`src/rtl/fifo_rd_ser_if.sv`:
```
// Signal bundle between fifo_rd_ser, the FIFO read port it drains and the bit-serial sink.
interface fifo_rd_ser_if #(
  parameter int n = 4
);
  logic         empty;
  logic [n-1:0] data;
  logic         cke_o;
  logic         cke;
  logic         sdo;
  logic         sdo_stb;
  logic         frame;
  logic         busy;

  modport master (
    input  empty, data, cke,
    output cke_o, sdo, sdo_stb, frame, busy
  );

  modport slave (
    output empty, data, cke,
    input  cke_o, sdo, sdo_stb, frame, busy
  );
endinterface

```
`src/rtl/fifo_rd_ser.sv`:
```
// Pops words from a FIFO one at a time and shifts them out on sdo with a per-bit strobe,
// paced by the cke enable and a divide-by-div down-counter.
module fifo_rd_ser #(
  parameter int n         = 4,
  parameter int div       = 1,
  parameter bit msb_first = 1'b1
) (
  input  logic          clk,
  input  logic          rst,
  fifo_rd_ser_if.master bus
);
  // state    | meaning
  // st_idle  | waiting for a non-empty FIFO
  // st_pop   | cke_o high for one cycle, FIFO advances
  // st_load  | FIFO data valid, captured into the shift register
  // st_shift | serialising the word, one bit per divider tick
  localparam int bw = $clog2(n);
  localparam int dw = (div > 1) ? $clog2(div) : 1;
  localparam logic [bw-1:0] bit_last = bw'(n - 1);
  localparam logic [dw-1:0] div_last = dw'(div - 1);

  typedef enum logic [1:0] {st_idle, st_pop, st_load, st_shift} state_t;

  state_t        state;
  state_t        state_nxt;
  logic [n-1:0]  sreg;
  logic [n-1:0]  sreg_shifted;
  logic [bw-1:0] bcnt;
  logic [dw-1:0] dcnt;
  logic          tick;
  logic          out_bit;

  assign tick         = (state == st_shift) && bus.cke && (dcnt == '0);
  assign out_bit      = msb_first ? sreg[n-1] : sreg[0];
  assign sreg_shifted = msb_first ? {sreg[n-2:0], 1'b0} : {1'b0, sreg[n-1:1]};

  always_ff @(posedge clk or posedge rst) begin
    if (rst) state <= st_idle;
    else     state <= state_nxt;
  end

  always_comb begin
    state_nxt = state;
    case (state)
      st_idle:  if (!bus.empty) state_nxt = st_pop;
      st_pop:   state_nxt = st_load;
      st_load:  state_nxt = st_shift;
      st_shift: if (tick && (bcnt == '0)) state_nxt = st_idle;
      default:  state_nxt = st_idle;
    endcase
  end

  always_comb begin
    bus.cke_o   = 1'b0;
    bus.sdo     = 1'b0;
    bus.sdo_stb = 1'b0;
    bus.frame   = 1'b0;
    bus.busy    = (state != st_idle);
    case (state)
      st_pop: bus.cke_o = 1'b1;
      st_shift: begin
        bus.frame   = 1'b1;
        bus.sdo     = out_bit;
        bus.sdo_stb = tick;
      end
      default: ;
    endcase
  end

  // With cke low nothing below moves, so sdo holds its bit.
  always_ff @(posedge clk or posedge rst) begin
    if (rst) begin
      sreg <= '0;
      bcnt <= '0;
      dcnt <= '0;
    end else if (state == st_load) begin
      sreg <= bus.data;
      bcnt <= bit_last;
      dcnt <= div_last;
    end else if (tick) begin
      sreg <= sreg_shifted;
      dcnt <= div_last;
      if (bcnt != '0) bcnt <= bcnt - bw'(1);
    end else if ((state == st_shift) && bus.cke) begin
      dcnt <= dcnt - dw'(1);
    end
  end
endmodule

```
`src/flat_wrapper.sv`:
```
// flat-port wrapper written by rule: the top's interface ports become plain ports
module fifo_rd_ser_flat 
#(
  parameter int n         = 4,
  parameter int div       = 1,
  parameter bit msb_first = 1'b1
)
  (clk, rst, bus_empty, bus_data, bus_cke, bus_cke_o, bus_sdo, bus_sdo_stb, bus_frame, bus_busy);
  fifo_rd_ser_if #(.n(n)) bus_i ();
  input  logic clk;
  input  logic rst;
  input wire logic [$bits(bus_i.empty)-1:0] bus_empty;
  input wire logic [$bits(bus_i.data)-1:0] bus_data;
  input wire logic [$bits(bus_i.cke)-1:0] bus_cke;
  output wire logic [$bits(bus_i.cke_o)-1:0] bus_cke_o;
  output wire logic [$bits(bus_i.sdo)-1:0] bus_sdo;
  output wire logic [$bits(bus_i.sdo_stb)-1:0] bus_sdo_stb;
  output wire logic [$bits(bus_i.frame)-1:0] bus_frame;
  output wire logic [$bits(bus_i.busy)-1:0] bus_busy;
  assign bus_i.empty = bus_empty;
  assign bus_i.data = bus_data;
  assign bus_i.cke = bus_cke;
  assign bus_cke_o = bus_i.cke_o;
  assign bus_sdo = bus_i.sdo;
  assign bus_sdo_stb = bus_i.sdo_stb;
  assign bus_frame = bus_i.frame;
  assign bus_busy = bus_i.busy;
  fifo_rd_ser #(.n(n), .div(div), .msb_first(msb_first)) u_core (.clk(clk), .rst(rst), .bus(bus_i));
endmodule
```
`config.mk`:
```
export PLATFORM = sky130hd
export DESIGN_NAME = fifo_rd_ser_flat
export DESIGN_NICKNAME = d
export VERILOG_FILES = /design/src/rtl/fifo_rd_ser_if.sv /design/src/rtl/fifo_rd_ser.sv /design/src/flat_wrapper.sv
export SDC_FILE = /design/constraint.sdc
export NUM_CORES = 1
export LEC_CHECK = 0
export BUFFER_PORTS_ARGS = -buffer_cell sky130_fd_sc_hd__buf_2
export CAP_MARGIN = 25
export CORE_MARGIN = 5
export CORE_UTILIZATION = 30
export DETAILED_ROUTE_END_ITERATION = 7
export HOLD_SLACK_MARGIN = 0.15
export PLACE_DENSITY = 0.52
export REMOVE_ABC_BUFFERS = 1
export SETUP_SLACK_MARGIN = 0.02
export SLEW_MARGIN = 10
export SYNTH_ARGS = -nofsm -noshare
export SYNTH_HDL_FRONTEND = slang
export SYNTH_SLANG_ARGS = --single-unit
```
`constraint.sdc`:
```
create_clock -name clk -period 1.4 [get_ports clk]
set_input_delay 0.28 -clock clk [delete_from_list [all_inputs] [get_ports clk]]
set_output_delay 0.28 -clock clk [all_outputs]
set_load 0.1 [all_outputs]
```
==> impl_results.md <==
* Outcome: finished with violations
* Violated checks: negative setup slack
* Crit path DAT at around 1.2 ns
* Area grow syn2layout at 62.38%
* CTS tree: built
* Yosys warns at 0
* Xor/xnor share of the synthesized area at about 1.7%
* Fin nets at 89
* Met1 Use GR at about an eighth
* Hpwl dp at about 700 um
* Area post-placement at slightly below 700 um2
* PortBufs at 12
* Seq/Total Area, Yosys at a little over two fifths
* Worst Path Required at approximately 1.1 ns
* Mux share of post-synthesis cell area at under 10%
* Crit Path Class: reg -> out
* Ports at 13
* Worst-path cell chain: inv_2, ha_2, buf_12
* Post-synth top area cell: dfrtp_1
* GR met2 Demand/Resource at 14.19%
* Antenna violations before repair at 0
* Die Span Y at roughly 50 um
* Worst Path Buf+Inv at 2
* CP Max Fanout at 3
* Placed Cells at 80
* Final Setup Violations at 5
* Clk_skew at roughly 0.003 ns
* Synth Area in Simple Gates at 13.83%
* Gate Count Post-Synth at 50
* Compound-Gate Fraction of Synth Area at approximately 9%
* Slew HR at between 70% and 80%
* Setup_tns at -0.2720 ns
* Core Box Area at between 1500 and 2000 um2
* Largest net degree at the start of global routing at 14
* Maxcap violations at 0
* Vias in the first global route at just under 400
* Detailed-route wire length per cell at between 10 and 15 um
* CP delay by family, top: flip-flops
* GR Overflow Total at 0
* First-pass GRT wire length at approximately 1.8 mm
* DRC Markers at 0
* Syn Area/Cell at roughly 10 um2
* Chip width at between 50 and 60 um
* #FFs+latches synth at 9
* M3 GR Usage at under 10%
* Highest Clock Rate at between 600 and 700 MHz
* CTS max path bufs at 2
* R2R Path End: u_core.state[1]
* Inserted Diodes at 0
* R2r startpoint: u_core.state[0]
* Root cell of the clock tree: clkbuf_4
* Max stage delay on crit path at 0.44 ns
* Total track usage at a little under a tenth
* Worst R2R Path Depth at 4
* Initial DRC count at 3
* RSZ-0062 raised after global routing: true
* Placer congestion estimate at around 0.67
* Num rows at 15
* Critical path depth at 3
* Filler cells at 152
* Layout Cells excl Fill at between 90 and 100
* Detailed Routing Iterations Pass 1 at 4
* Cell area after layout at about 840 um2
* Later-pin clock latency in the skew report at around 0.26 ns
* Yosys top cell area share at between 40% and 50%
* Nature of the critical path endpoint: primary output
* Max-slew violations at 0
* Final Hold Fails at 0
* Clock sinks at 9
* Slowest CP cell: dfrtp_2
* Die area at 2647 um2
* Synth top area cells: dfrtp_1 (44%), ha_1 (15%), mux2i_1 (7.8%)
* Share of layout cells above drive strength 1 at between 50 and 60%
* Final Cycle Share at 104.9%
* Final WS setup at -0.06817 ns
* End point of the critical path: bus_cke_o
* Initial Util at between 30% and 40%
* H-tree Lvls at 1
* Slew at the pin closest to its max-slew limit at 0.3451 ns
* Worst hold path class: in -> reg
* Minimum clock period at around 1.5 ns
* Grt peak-use layer: met2
* Synthesized area at 515.5 um2
* CP Launch Type: flop
* Final ANT Viol Nets at 0
* Total routed wirelength at between 1 and 1.5 mm
* Netlist cell types at 19
* Main combinational cell family by area after synthesis: adder cells
* Clock-pin slew on the worst setup and hold paths at around 0.07 ns
* CTS Buf Count at 3
* DR vias at about 410
* Via density at 4.473
* R2R setup slack at 0 ns
* Crit path from: u_core.state[1]
* Synthesized-area fraction occupied by adder cells at around 15%
how the worst min path moves through the flow:
| stage | start | cells past startpoint | end | slack (ns) |
|---|---|---|---|---|
| after floorplan | rst | 1 | u_core.bcnt[0] | 0.11 |
| after global placement | rst | 2 | u_core.bcnt[1] | 0.26 |
| after detailed placement | rst | 2 | u_core.bcnt[1] | 0.26 |
| after CTS | bus_data[3] | 3 | u_core.sreg[3] | 0.22 |
| after global routing | bus_data[3] | 3 | u_core.sreg[3] | 0.22 |
| final | bus_data[3] | 3 | u_core.sreg[3] | 0.22 |
tightest hold or removal path, stage by stage:
cell and delay, ns:
buf_2 0.07, nand2_1 0.04, o21ai_0 0.06
metal layers:
layer | up-vias | routed length, um
met5 | - | 0
met4 | 0 | 8
li1 | 213 | -
met1 | 181 | 497
met3 | 2 | 70
met2 | 11 | 550
cells by family (layout without fill, tap and decap cells):
logic type / Yosys count / in the layout
buffers and inverters: 10 / 34
adder cells (fa/ha/maj): 6 / 6
XOR/XNOR: 1 / 1
AND/OR/NAND/NOR: 12 / 12
multiplexers: 5 / 5
flip-flops: 9 / 9
AO/OA/AOI/OAI: 7 / 7
cell usage in the layout (no fill, tap or decap), types with 2 or more instances in the layout:
cell type / n
buf_12: 5
ha_2: 2
ha_4: 3
buf_2: 7
dfrtp_1: 7
inv_2: 4
mux2i_1: 4
clkbuf_4: 3
inv_1: 5
nand2_1: 5
buf_4: 8
o21ai_0: 4
dfrtp_2: 2
through the flow:
step                setup slack [ns]  hold WS (ns)  utilization [%]
floorplan                     -1.087        0.1079                -
global placement             0.05132        0.2616            40.90
detailed placement           0.03964        0.2578            40.90
CTS                         -0.08137        0.2237            47.19
global route                 -0.1146        0.2212            50.11
finish                      -0.06817        0.2246            50.11
flip-flops by register name, summed over array words and instances (netlist names):
signal	flops
u_core.bcnt	2
u_core.state	2
u_core.dcnt	1
u_core.sreg	4
timing repair:
action | in CTS | in global routing
buffers inserted | 5 | 1
hold buffers | 1 | 0
pin swaps | 2 | 1
gates resized for setup | 11 | 8
endpoints found under the hold margin | 9 | 0
setup endpoints to repair | 5 | 9
cell usage after synthesis:
| cell | count |
|---|---|
| a211oi_1 | 1 |
| nand2_1 | 5 |
| dfrtp_1 | 9 |
| inv_1 | 9 |
| xnor2_1 | 1 |
| nand3b_2 | 1 |
| nand2b_1 | 1 |
| and2_1 | 1 |
| nor2_1 | 1 |
| mux2i_1 | 4 |
| ha_1 | 6 |
| clkbuf_1 | 1 |
| a22oi_2 | 1 |
| nor3_1 | 1 |
| and4bb_2 | 1 |
| a31oi_1 | 1 |
| o21ai_0 | 4 |
| mux2_1 | 1 |
| nand3b_1 | 1 |
area by class of cell:
cell class              instances  area [um2]  area share, %
well taps                      17       21.27          2.541
repair buffers                 21       205.2          24.51
clock buffers                   4       26.28          3.139
inverters                       9       33.78          4.036
flip-flops and latches          9       227.7          27.20
multi-input cells              31       322.8          38.57
Power is left out: the tool's default activity adds up to more than one toggle a clock period on the data nets, which glitch-free logic cannot reach.
